File: config.mk
export PLATFORM = sky130hd
export DESIGN_NAME = imem_loader
export DESIGN_NICKNAME = d
export VERILOG_FILES = /design/src/rtl/imem_loader_pkg.sv /design/src/rtl/byte_packer.sv /design/src/rtl/imem_loader.sv
export SDC_FILE = /design/constraint.sdc
export NUM_CORES = 1
export LEC_CHECK = 0
export CAP_MARGIN = 15
export CORE_ASPECT_RATIO = 1.4
export CORE_UTILIZATION = 49
export CTS_BUF_LIST = sky130_fd_sc_hd__clkbuf_8
export DETAILED_ROUTE_END_ITERATION = 6
export PLACE_DENSITY_LB_ADDON = 0.08
export REMOVE_ABC_BUFFERS = 1
export SYNTH_ARGS = -nofsm -noshare
export SYNTH_HDL_FRONTEND = slang
export SYNTH_SLANG_ARGS = --single-unit
File: constraint.sdc
create_clock -name clk -period 3.35 [get_ports clk]
set_clock_uncertainty 0.2 [all_clocks]
set_input_delay 0.5025 -clock clk [delete_from_list [all_inputs] [get_ports clk]]
set_output_delay 0.5025 -clock clk [all_outputs]
set_load 0.05 [all_outputs]
File: src/rtl/imem_loader_pkg.sv
// Purpose: shared types and helpers for the instruction-memory byte-stream loader.
// Latency: n/a (types, constants and a pure function only).
// Backpressure: n/a.
package imem_loader_pkg;

  // Loader FSM states.
  typedef enum logic [2:0] {
    ST_HDR_LO,
    ST_HDR_HI,
    ST_DATA,
    ST_FLUSH,
    ST_DONE,
    ST_ERR
  } state_t;

  localparam int HDR_BYTES      = 2;
  localparam int BYTES_PER_WORD = 4;

  // Byte address of 32-bit word idx, relative to base.
  function automatic logic [31:0] word_addr(input logic [31:0] base, input logic [15:0] idx);
    return base + {14'd0, idx, 2'b00};
  endfunction

endpackage

File: src/rtl/byte_packer.sv
// Purpose: packs a byte stream into little-endian 32-bit words (first byte -> [7:0]).
// Latency: word_out/word_full are combinational with the 4th byte, so the caller can register the word on that edge.
// Backpressure: none; a byte is taken on every cycle where shift is high.
// Ports: clk, rst_n (async, active low), clr (sync clear), shift (take byte_in),
//        byte_in[7:0], word_out[31:0] (assembled word), word_full (4th byte shifting in).
module byte_packer
  import imem_loader_pkg::*;
(
  input  logic        clk,
  input  logic        rst_n,
  input  logic        clr,
  input  logic        shift,
  input  logic [7:0]  byte_in,
  output logic [31:0] word_out,
  output logic        word_full
);

  logic [1:0]  cnt;
  logic [31:0] sr;

  // Right shift: new bytes enter at the top, so after four shifts the first
  // byte has walked down to [7:0].
  always_ff @(posedge clk or negedge rst_n) begin
    if (!rst_n) begin
      cnt <= '0;
      sr  <= '0;
    end else if (clr) begin
      cnt <= '0;
      sr  <= '0;
    end else if (shift) begin
      cnt <= cnt + 2'd1;
      sr  <= {byte_in, sr[31:8]};
    end
  end

  // While shifting, present the word as it will look once byte_in lands.
  assign word_out  = shift ? {byte_in, sr[31:8]} : sr;
  assign word_full = shift && (cnt == 2'(BYTES_PER_WORD - 1));

endmodule

File: src/rtl/imem_loader.sv
// Purpose: loads a program byte stream (2-byte LE word count, then LE words) into instruction memory.
// Latency: write pulse one cycle after a word's 4th byte; done one cycle after the final write.
// Backpressure: in_ready depends on state only; high through header and data, low once the load ends.
// Ports: clk, rst_n (async, active low), start (restart from DONE/ERR), in_valid/in_data/in_ready
//        (byte stream), mem_we/mem_addr/mem_wdata (imem write port), cpu_rst_n, done, err.
module imem_loader
  import imem_loader_pkg::*;
#(
  parameter int          DEPTH_WORDS = 1024,
  parameter logic [31:0] BASE_ADDR   = 32'h0000_0000
) (
  input  logic        clk,
  input  logic        rst_n,
  input  logic        start,
  input  logic        in_valid,
  input  logic [7:0]  in_data,
  output logic        in_ready,
  output logic        mem_we,
  output logic [31:0] mem_addr,
  output logic [31:0] mem_wdata,
  output logic        cpu_rst_n,
  output logic        done,
  output logic        err
);

  state_t      state;
  logic [7:0]  n_lo;
  logic [15:0] n_words;
  logic [15:0] widx;
  logic [15:0] hdr_n;
  logic        accept;
  logic        restart;
  logic        pk_full;
  logic [31:0] pk_word;

  assign in_ready = (state == ST_HDR_LO) || (state == ST_HDR_HI) || (state == ST_DATA);
  assign accept   = in_valid && in_ready;
  assign restart  = start && ((state == ST_DONE) || (state == ST_ERR));
  // Full count as seen on the edge that takes the high header byte.
  assign hdr_n    = {in_data, n_lo};

  byte_packer u_packer (
    .clk       (clk),
    .rst_n     (rst_n),
    .clr       (restart),
    .shift     (accept && (state == ST_DATA)),
    .byte_in   (in_data),
    .word_out  (pk_word),
    .word_full (pk_full)
  );

  always_ff @(posedge clk or negedge rst_n) begin
    if (!rst_n) begin
      state     <= ST_HDR_LO;
      n_lo      <= '0;
      n_words   <= '0;
      widx      <= '0;
      mem_we    <= 1'b0;
      mem_addr  <= BASE_ADDR;
      mem_wdata <= '0;
      cpu_rst_n <= 1'b0;
      done      <= 1'b0;
      err       <= 1'b0;
    end else begin
      mem_we <= 1'b0;
      case (state)
        ST_HDR_LO: begin
          if (accept) begin
            n_lo  <= in_data;
            state <= ST_HDR_HI;
          end
        end
        ST_HDR_HI: begin
          if (accept) begin
            n_words <= hdr_n;
            if (hdr_n == 16'd0) begin
              state <= ST_DONE;
            end else if ({16'd0, hdr_n} > 32'(DEPTH_WORDS)) begin
              state <= ST_ERR;
              err   <= 1'b1;
            end else begin
              state <= ST_DATA;
            end
          end
        end
        ST_DATA: begin
          if (pk_full) begin
            mem_we    <= 1'b1;
            mem_addr  <= word_addr(BASE_ADDR, widx);
            mem_wdata <= pk_word;
            widx      <= widx + 16'd1;
            if (widx == n_words - 16'd1) state <= ST_FLUSH;
          end
        end
        // mem_we for the last word is high during this cycle.
        ST_FLUSH: begin
          state     <= ST_DONE;
          done      <= 1'b1;
          cpu_rst_n <= 1'b1;
        end
        // Also covers an empty program, which arrives here straight from the header.
        ST_DONE: begin
          done      <= 1'b1;
          cpu_rst_n <= 1'b1;
          if (start) begin
            state     <= ST_HDR_LO;
            done      <= 1'b0;
            cpu_rst_n <= 1'b0;
            widx      <= '0;
            mem_addr  <= BASE_ADDR;
          end
        end
        ST_ERR: begin
          err <= 1'b1;
          if (start) begin
            state    <= ST_HDR_LO;
            err      <= 1'b0;
            widx     <= '0;
            mem_addr <= BASE_ADDR;
          end
        end
        default: state <= ST_HDR_LO;
      endcase
    end
  end

endmodule

Word-level counts from Yosys, hierarchy flattened --
Index checks and enable logic that the tools add are counted.
Operators by class: $add $sub $neg 3, magnitude comparators 1, multiplexer cells 26, equality and inequality tests 14, reductions and logical operators 20
Operators by type and width (count):
- $mux W32 | 4
- $pmux W32 S2 | 1
- $mux W16 | 2
- $pmux W16 S2 | 1
- $mux W3 | 7
- $add A16 B1 Y16 const B | 1
- $eq A16 B16 Y1 | 1
- $gt A16 B11 Y1 const B | 1
- $logic_not A16 Y1 | 1
- $sub A16 B1 Y16 const B | 1
- $pmux W3 S5 | 1
- $ne A2 B2 Y1 const B | 4
- $reduce_bool A2 Y1 | 4
- $eq A3 B2 Y1 const B | 2
- $eq A3 B3 Y1 const B | 2
- $mux W1 | 6
- $ne A2 B1 Y1 const B | 3
- $reduce_and A2 Y1 | 3
- $reduce_and A5 Y1 | 1
- $logic_and A1 B1 Y1 | 4
- $mux W2 | 2
- $pmux W1 S2 | 2
- $reduce_and A4 Y1 | 1
- $eq A3 B1 Y1 const B | 1
- other kinds (6) | 8
Storage, ports and cells: word-level logic and storage cells 75, output and inout port bits 69, register bits 144

Depth between registers and ports, before layout --
Gate-level depths: netlist (run 1).
depth after elaboration 8, gate-level depth with buffers 9, depth with buffers taken out 8

Hierarchy --
Synthesis (run 1) repeated with hierarchy kept, for this count alone.
Second synthesis, totals: cells, all modules 532, area, all modules 6188.4 um^2
Modules (own cells, without submodules):
- imem_loader | cells each 421, area an instance 4574.4 um^2, seq. area each 2352.3 um^2, times used 1
- byte_packer | cells each 111, area an instance 1614.0 um^2, seq. area each 850.8 um^2, times used 1

Worst setup path after synthesis (run 1) --
No wires, ideal clock.
path kind flip-flop to flip-flop, start point register n_words[0], end point register state[0], path buffers 0, data arrival time 2022 ps, path slack 1000 ps, cell stages (with the launch flop) 9, setup time 128 ps, clock period less this slack 2350 ps, cells stage by stage dfrtp_1 -> inv_1 -> ha_1 -> or4b_4 -> nor3_2 -> xor2_1 -> o221ai_1 -> a22oi_1 -> o31ai_2
Between the ends: longest elaborated chain between the ends 4
RTL lines:
- start: declaration | RTL line imem_loader.sv:28 | logic [15:0] n_words;
- start signal: assignment | RTL line imem_loader.sv:75 | n_words <= hdr_n;
- $sub A16 B1 Y16 | RTL line imem_loader.sv:92 | if (widx == n_words - 16'd1) state <= ST_FLUSH;
- $eq A16 B16 Y1 | RTL line imem_loader.sv:92
- $ne A2 B1 Y1 (no source line)
- $reduce_and A5 Y1 (no source line)
- end signal: assignment | RTL line imem_loader.sv:92
- end signal: assignment | RTL line imem_loader.sv:97 | state <= ST_DONE;
- end signal: assignment | RTL line imem_loader.sv:106 | state <= ST_HDR_LO;
- end: declaration | RTL line imem_loader.sv:26 | state_t state;
Every way passes these cells. A chain may end at the register's enable or synchronous reset.

Final worst setup path (run 1) --
start point register state[2], end point output in_ready
Between the ends: longest elaborated chain between the ends 3, elaborated cells between the ends (all ways) 5, classes of those cells 2 x eq/ne; 3 x reduce/logical
RTL lines:
- start signal: assignment | RTL line imem_loader.sv:54 | state <= ST_HDR_LO;
- start signal: assignment | RTL line imem_loader.sv:70 | state <= ST_HDR_HI;
- start signal: assignment | RTL line imem_loader.sv:77 | state <= ST_DONE;
- $eq A3 B1 Y1 / $logic_not A3 Y1 (equally long branches) | RTL line imem_loader.sv:36 | assign in_ready = (state == ST_HDR_LO) || (state == ST_HDR_HI) || (state == ST_DATA);
- $logic_or A1 B1 Y1 | RTL line imem_loader.sv:36
- $logic_or A1 B1 Y1 (*) | RTL line imem_loader.sv:36
- end: declaration | RTL line imem_loader.sv:17 | output logic in_ready,
Mark *: on every way between the ends. The rest lies on a longest branch, timed or not.

==> metrics, run 1 <==
Finished Layout Cells 739; wire length per cell 15.9 um; DR iter-0 viols between 150 and 200; Final Hold Fails 0; via count 3,879; clock slew at reported path FFs ~0.08 ns; Post-synth EDFFs 0; CP bufs+invs 1; TritonCTS Sinks 120; async set or reset register ratio after synthesis 100%; Critical Path, Cell by Cell a21oi_1 > clkdlybuf4s50_1; DP HPWL 8020 um; Top FF cell, synth dfrtp_1; commonest non-fill, non-tap cell in the layout dfrtp_1; slew margin rel. 47.7%; Initial Utilization 50.8%; clk_lat worst skew 0.44 ns; Antenna diodes 0; Layout Nets 600; leakage power 3.07 nW; Power Density 645 nW/um^2; outcome complete, no violations; Routed Antenna Nets 0; commonest non-fill, non-tap cells in the layout dfrtp_1 (120), nand2_1 (97), clkdlybuf4s50_1 (63); largest net degree at the start of global routing 65; Critical Path End Type output pin; Tcrit/Tclk final 82.2%; die height 128 um; Num CTS Buffers 17; initial antenna violation count 0; startpoint types register; Final Critical Period 2.75 ns; CTS max path bufs 2; Final Util roughly three fifths; Total Die Area 11,800 sq um; RSZ-0062 raised after global routing no; Worst EP arrival 2.05 ns; Crit path max-delay family buffers and inverters; Area Overhead vs Synth 20.5%; vias in the first global route around 3,800; Worst VDD drop 347 uV; endpoints failing setup 0; #FFs+latches synth between 100 and 150; mapped cell area 5580 sq um; vias per std cell roughly 5.2; DRT Pass-1 Iters 6; yosys warns 0; synth top area cells dfrtp_1 (54%), mux2_2 (11%), nand2_1 (6.5%), xnor2_1 (3.9%), a21oi_1 (2.6%); chip width 92.2 um; clock root buffer master clkbuf_8; Placer Congestion 0.843; GRT Overall Usage 21.4%; worst min path class reg -> reg; Post-CTS Setup Inserts 0; H-Tree Depth 4; Cell variety after synth 55; syn_area_per_cell 10.7 sq um; Max Slew Vio Count 0; grt total ovfl 0; Max-Cap Viols 0; WL final approximately 12,000 um; Slew @ Worst Pin 0.784 ns; critical path fanouts, max 17; area leader, netlist dfrtp_1; core area 11,000 sq um; share of cells above drive strength 1 19.1%; Post-route DRC 0; worst setup path class reg -> out; Synth Instances 520; Req. time, crit path 2.65 ns; CTS tree yes; Setup TNS 0 ns; # port buffers 64; first-pass GRT wire length 19,100 um; CP peak stage delay 0.82 ns; slowest cell on the critical path clkdlybuf4s50_1; FP Rows 45; top cell type's share of synthesized area 53.8%; Max Fclk 363 MHz; Placed Cells incl. Taps 706; I/O pin count 81; Fill cells around 930; share of the yosys chip area belonging to registers 53.8%
## power breakdown
| group | internal, mW | switching [mW] | total [mW] |
|---|---|---|---|
| clock network | 0.677 | 0.652 | 1.33 |
| logic | 0.491 | 0.616 | 1.11 |
| registers | 1.64 | 0.269 | 1.90 |
## stage by stage
stage	setup slack [ns]	power (mW)	hold slack, ns	instance area (sq um)
floorplan	-1.73	2.67	0.00691	5390
global placement	0.600	3.01	0.254	6310
detailed placement	0.548	3.03	0.259	6310
CTS	0.578	4.38	0.279	6720
global route	0.428	4.56	0.286	6720
finish	0.596	4.34	0.277	6720
## cell usage after synthesis (3+ instances only)
library cell and number:
dfrtp_1 120, nand2_1 97, mux2_2 53, a21oi_1 29, nor2_1 25, xnor2_1 25
nand3_1 22, clkbuf_1 21, buf_4 18, xor2_1 13, o21ai_0 9, and3_1 8
inv_1 5, nor4_1 5, a31oi_1 4, buf_1 4, buf_2 4, nand2b_1 4
nor3_2 4, ha_1 3, nand4_1 3, nor3_1 3
## final timing paths
check | cells past startpoint | end | slack [ns] | from
setup reg to reg | 8 | state[0]$_DFFE_PN0P_ | 0.65 | n_words[0]$_DFFE_PN0P_
setup / recovery | 2 | in_ready | 0.60 | state[2]$_DFFE_PN0P_
max in group asynchronous | 3 | mem_addr[7]$_DFFE_PN0P_ | 1.65 | rst_n
hold reg to reg | 2 | mem_addr[17]$_DFFE_PN0P_ | 0.28 | mem_addr[17]$_DFFE_PN0P_
hold / removal | 2 | mem_addr[17]$_DFFE_PN0P_ | 0.28 | mem_addr[17]$_DFFE_PN0P_
min in group asynchronous | 2 | mem_wdata[14]$_DFFE_PN0P_ | 0.48 | rst_n
## registers in the layout, summed over array words and instances, names as in the netlist, 2 cells and up
register	count
state	3
n_lo	8
mem_wdata	32
u_packer.cnt	2
u_packer.sr	24
mem_addr	16
n_words	16
widx	16
## repair_timing
action	in CTS	in global routing
hold endpoints to repair	61	0
hold buffers	1	0
gates resized for setup	0	0
## worst min-delay path, stage by stage, from the launching register on
cell     delay [ns]
dfrtp_1        0.35
nand2_1        0.05
nand2_1        0.05
## cells by family after synthesis
family | synth area share (%)
compound gates | 6.41
xor+xnor | 5.97
fa+ha+maj | 0.673
buf+inv | 4.80
flops | 53.8
mux | 10.9
other cells | 0.0672
simple gates | 17.4
## final cells by class
cell class / count / area, sq um / share of cell area [%]
multi-input combinational: 363 / 2380 / 35.4
clock inverter: 15 / 166 / 2.47
clock buffer: 17 / 234 / 3.48
tap: 141 / 176 / 2.62
inverter: 5 / 18.8 / 0.279
sequential: 120 / 3000 / 44.7
timing repair buffer: 78 / 746 / 11.1
## routing by layer
metal / vias to the layer above / wire length, um / global-route usage [%]
met5: - / 0 / 0
met4: 0 / 295 / 9.74
met3: 22 / 395 / 4.15
met2: 83 / 5940 / 36.7
met1: 1890 / 5090 / 25.9
li1: 1884 / - / -
Power figures use the tool's default switching activity.
==> inputs of run 2 (changes only) <==
==> constraint.sdc (replaced) <==
create_clock -name clk -period 2.6 [get_ports clk]
set_clock_uncertainty 0.2 [all_clocks]
set_input_delay 0.39 -clock clk [delete_from_list [all_inputs] [get_ports clk]]
set_output_delay 0.39 -clock clk [all_outputs]
set_load 0.05 [all_outputs]
==> run 2 against run 1 <==
Net effect:
- non-clock buffer count increased by 20
- critical path depth increased by 7
- clock power increased by 35%
- highest routed layer unchanged
==> metrics, run 2 (same netlist as run 1, synthesis figures left out) <==
outcome complete, no violations; vias in the first global route 3,902 (+3.5%); Largest Register mem_wdata; clock root buffer master clkbuf_8; critical path fanouts, max 5 (-12); CP bufs+invs 2 (+1); worst hold stages 2 (unchanged); worst min path class reg -> reg; Post-route DRC 0 (unchanged); Initial Utilization 50.8% (unchanged); CP peak stage delay 0.50 ns (-0.32 ns); Critical Path End Type register; commonest non-fill, non-tap cells in the layout dfrtp_1 (120), nand2_1 (97), clkdlybuf4s50_1 (62); DP HPWL 8280 um (+3.2%); WL final 11,800 um (+0.67%); slowest cell on the critical path or4b_4; commonest non-fill, non-tap cell in the layout dfrtp_1; GRT Overall Usage 22.0% (+0.63 points); initial antenna violation count 0 (unchanged); Routed Antenna Nets 0 (unchanged); endpoints failing setup 0 (unchanged); startpoint types register; Placer Congestion 0.802 (-4.9%); slew margin rel. 54.4% (+6.7 points); Largest regs mem_wdata: 32 flops, u_packer.sr: 24 flops; Total Die Area 11,800 sq um (unchanged); Crit path max-delay family simple AND/OR/NAND/NOR gates; Total Power 5.77 mW (+33%); Power Density 830 nW/um^2 (+29%); clk_lat worst skew 0.44 ns (about the same); RSZ-0062 raised after global routing no; Tcrit/Tclk final 93.6%; die height 128 um (unchanged); share of cells above drive strength 1 22.0% (+2.9 points); Placed Area 6490 sq um (+2.8%); H-Tree Depth 4 (unchanged); Finished Cell Area 6950 sq um (+3.4%); CTS max path bufs 2 (unchanged); DR iter-0 viols 132 (-16%); Final Util 63.3% (+2.1 points); Worst VDD drop 402 uV (+16%); Num CTS Buffers 17 (unchanged); Worst EP arrival 2.54 ns (+0.49 ns); grt total ovfl 0 (unchanged); first-pass GRT wire length 19,800 um (+3.4%); critical path depth in cells 9 (+7); vias per std cell 5.27 (+0.48%); Final Hold Fails 0 (unchanged); TritonCTS Sinks 120 (unchanged); wire length per cell 15.5 um (-2.0%); leakage power 3.21 nW (+4.5%); Max Slew Vio Count 0 (unchanged); Max-Cap Viols 0 (unchanged); chip width 92.2 um (unchanged); Final Critical Period 2.43 ns; Area Overhead vs Synth 24.6%; Antenna diodes 0 (unchanged); clock slew at reported path FFs 0.07 ns (about the same); # port buffers 64 (unchanged); largest net degree at the start of global routing 48 (-26%); Critical Path, Cell by Cell inv_1 > ha_4 > or4b_4 > nor3_4 > xor2_1 > o221ai_1 > a22oi_1 > buf_4 > o31ai_2; via count 4,003 (+3.2%); FP Rows 45 (unchanged); FF-to-FF path depth 9 (+1); CTS tree yes; DRT Pass-1 Iters 4 (-2); max FFs per register 32 (unchanged); Req. time, crit path 2.71 ns (+0.06 ns); Layout Nets 620 (+3.3%); Max Fclk 411 MHz; Slew @ Worst Pin 0.683 ns (-0.100 ns); core area 11,000 sq um (unchanged); worst setup path class reg -> reg; I/O pin count 81 (unchanged)
## run 2: path summary, 6_finish.rpt
| path | from | end | slack [ns] |
|---|---|---|---|
| worst max-delay path | n_words[1]$_DFFE_PN0P_ | state[0]$_DFFE_PN0P_ | 0.17 |
| worst min-delay path | mem_addr[4]$_DFFE_PN0P_ | mem_addr[4]$_DFFE_PN0P_ | 0.27 |
| worst max register to register | n_words[1]$_DFFE_PN0P_ | state[0]$_DFFE_PN0P_ | 0.17 |
| worst min register to register | mem_addr[4]$_DFFE_PN0P_ | mem_addr[4]$_DFFE_PN0P_ | 0.27 |
| max in group asynchronous | rst_n | mem_wdata[28]$_DFFE_PN0P_ | 1.16 |
| min in group asynchronous | rst_n | mem_wdata[6]$_DFFE_PN0P_ | 0.32 |
## run 2: routing by layer
layer  global-route usage [%]  part of all wire [%]  vias up
met1                     26.7                    42     2000
met5                        0                     0        -
met2                     38.4                    53       76
met4                     7.81                   1.1        0
li1                         -                     -     1915
met3                     4.80                   3.1       12
## run 2: what timing repair did
action | CTS | global route
pin swaps | 0 | 4
gates resized for setup | 1 | 5
hold buffers | 1 | 0
endpoints found under the hold margin | 43 | 0
endpoints found under the setup margin | 1 | 1
buffers inserted | 0 | 0
## run 2: through the flow
stage	hold WS (ns)	setup WS, ns	TNS (ns)	cells
final	0.269	0.166	0	759
after global routing	0.303	0.0244	0	759
after CTS	0.272	0.0556	0	759
after detailed placement	0.257	-0.0174	-0.0260	726
after floorplan	-0.106	-2.48	-152.01	488
after global placement	0.253	0.0344	0	726
## run 2: tightest hold or removal path, stage by stage (launching register included)
cell and delay (ns):
dfrtp_1 0.35, nand2_1 0.05, nand2_1 0.05
## run 2: cell type report
class / count / area, sq um
tap: 141 / 176
timing repair buffer: 98 / 920
multi-input combinational: 363 / 2400
sequential: 120 / 3000
clock buffer: 19 / 262
inverter: 5 / 18.8
fill: 903 / 4030
clock inverter: 13 / 168
## run 2: power by group
group	internal (mW)	total, mW	switching (mW)	leakage [nW]
registers	2.11	2.44	0.331	1.61
clock network	1.01	1.79	0.783	0.218
logic	0.709	1.54	0.831	1.37
total	3.83	5.77	1.94	3.21
==> inputs of run 3 (changes only) <==
--- a/config.mk
+++ b/config.mk
@@ -12,6 +12,7 @@
 export DETAILED_ROUTE_END_ITERATION = 6
 export PLACE_DENSITY_LB_ADDON = 0.08
 export REMOVE_ABC_BUFFERS = 1
+export SLEW_MARGIN = 20
 export SYNTH_ARGS = -nofsm -noshare
 export SYNTH_HDL_FRONTEND = slang
 export SYNTH_SLANG_ARGS = --single-unit
==> results of run 3 <==
Final layout, timing and power as in run 2 (identical DEF).
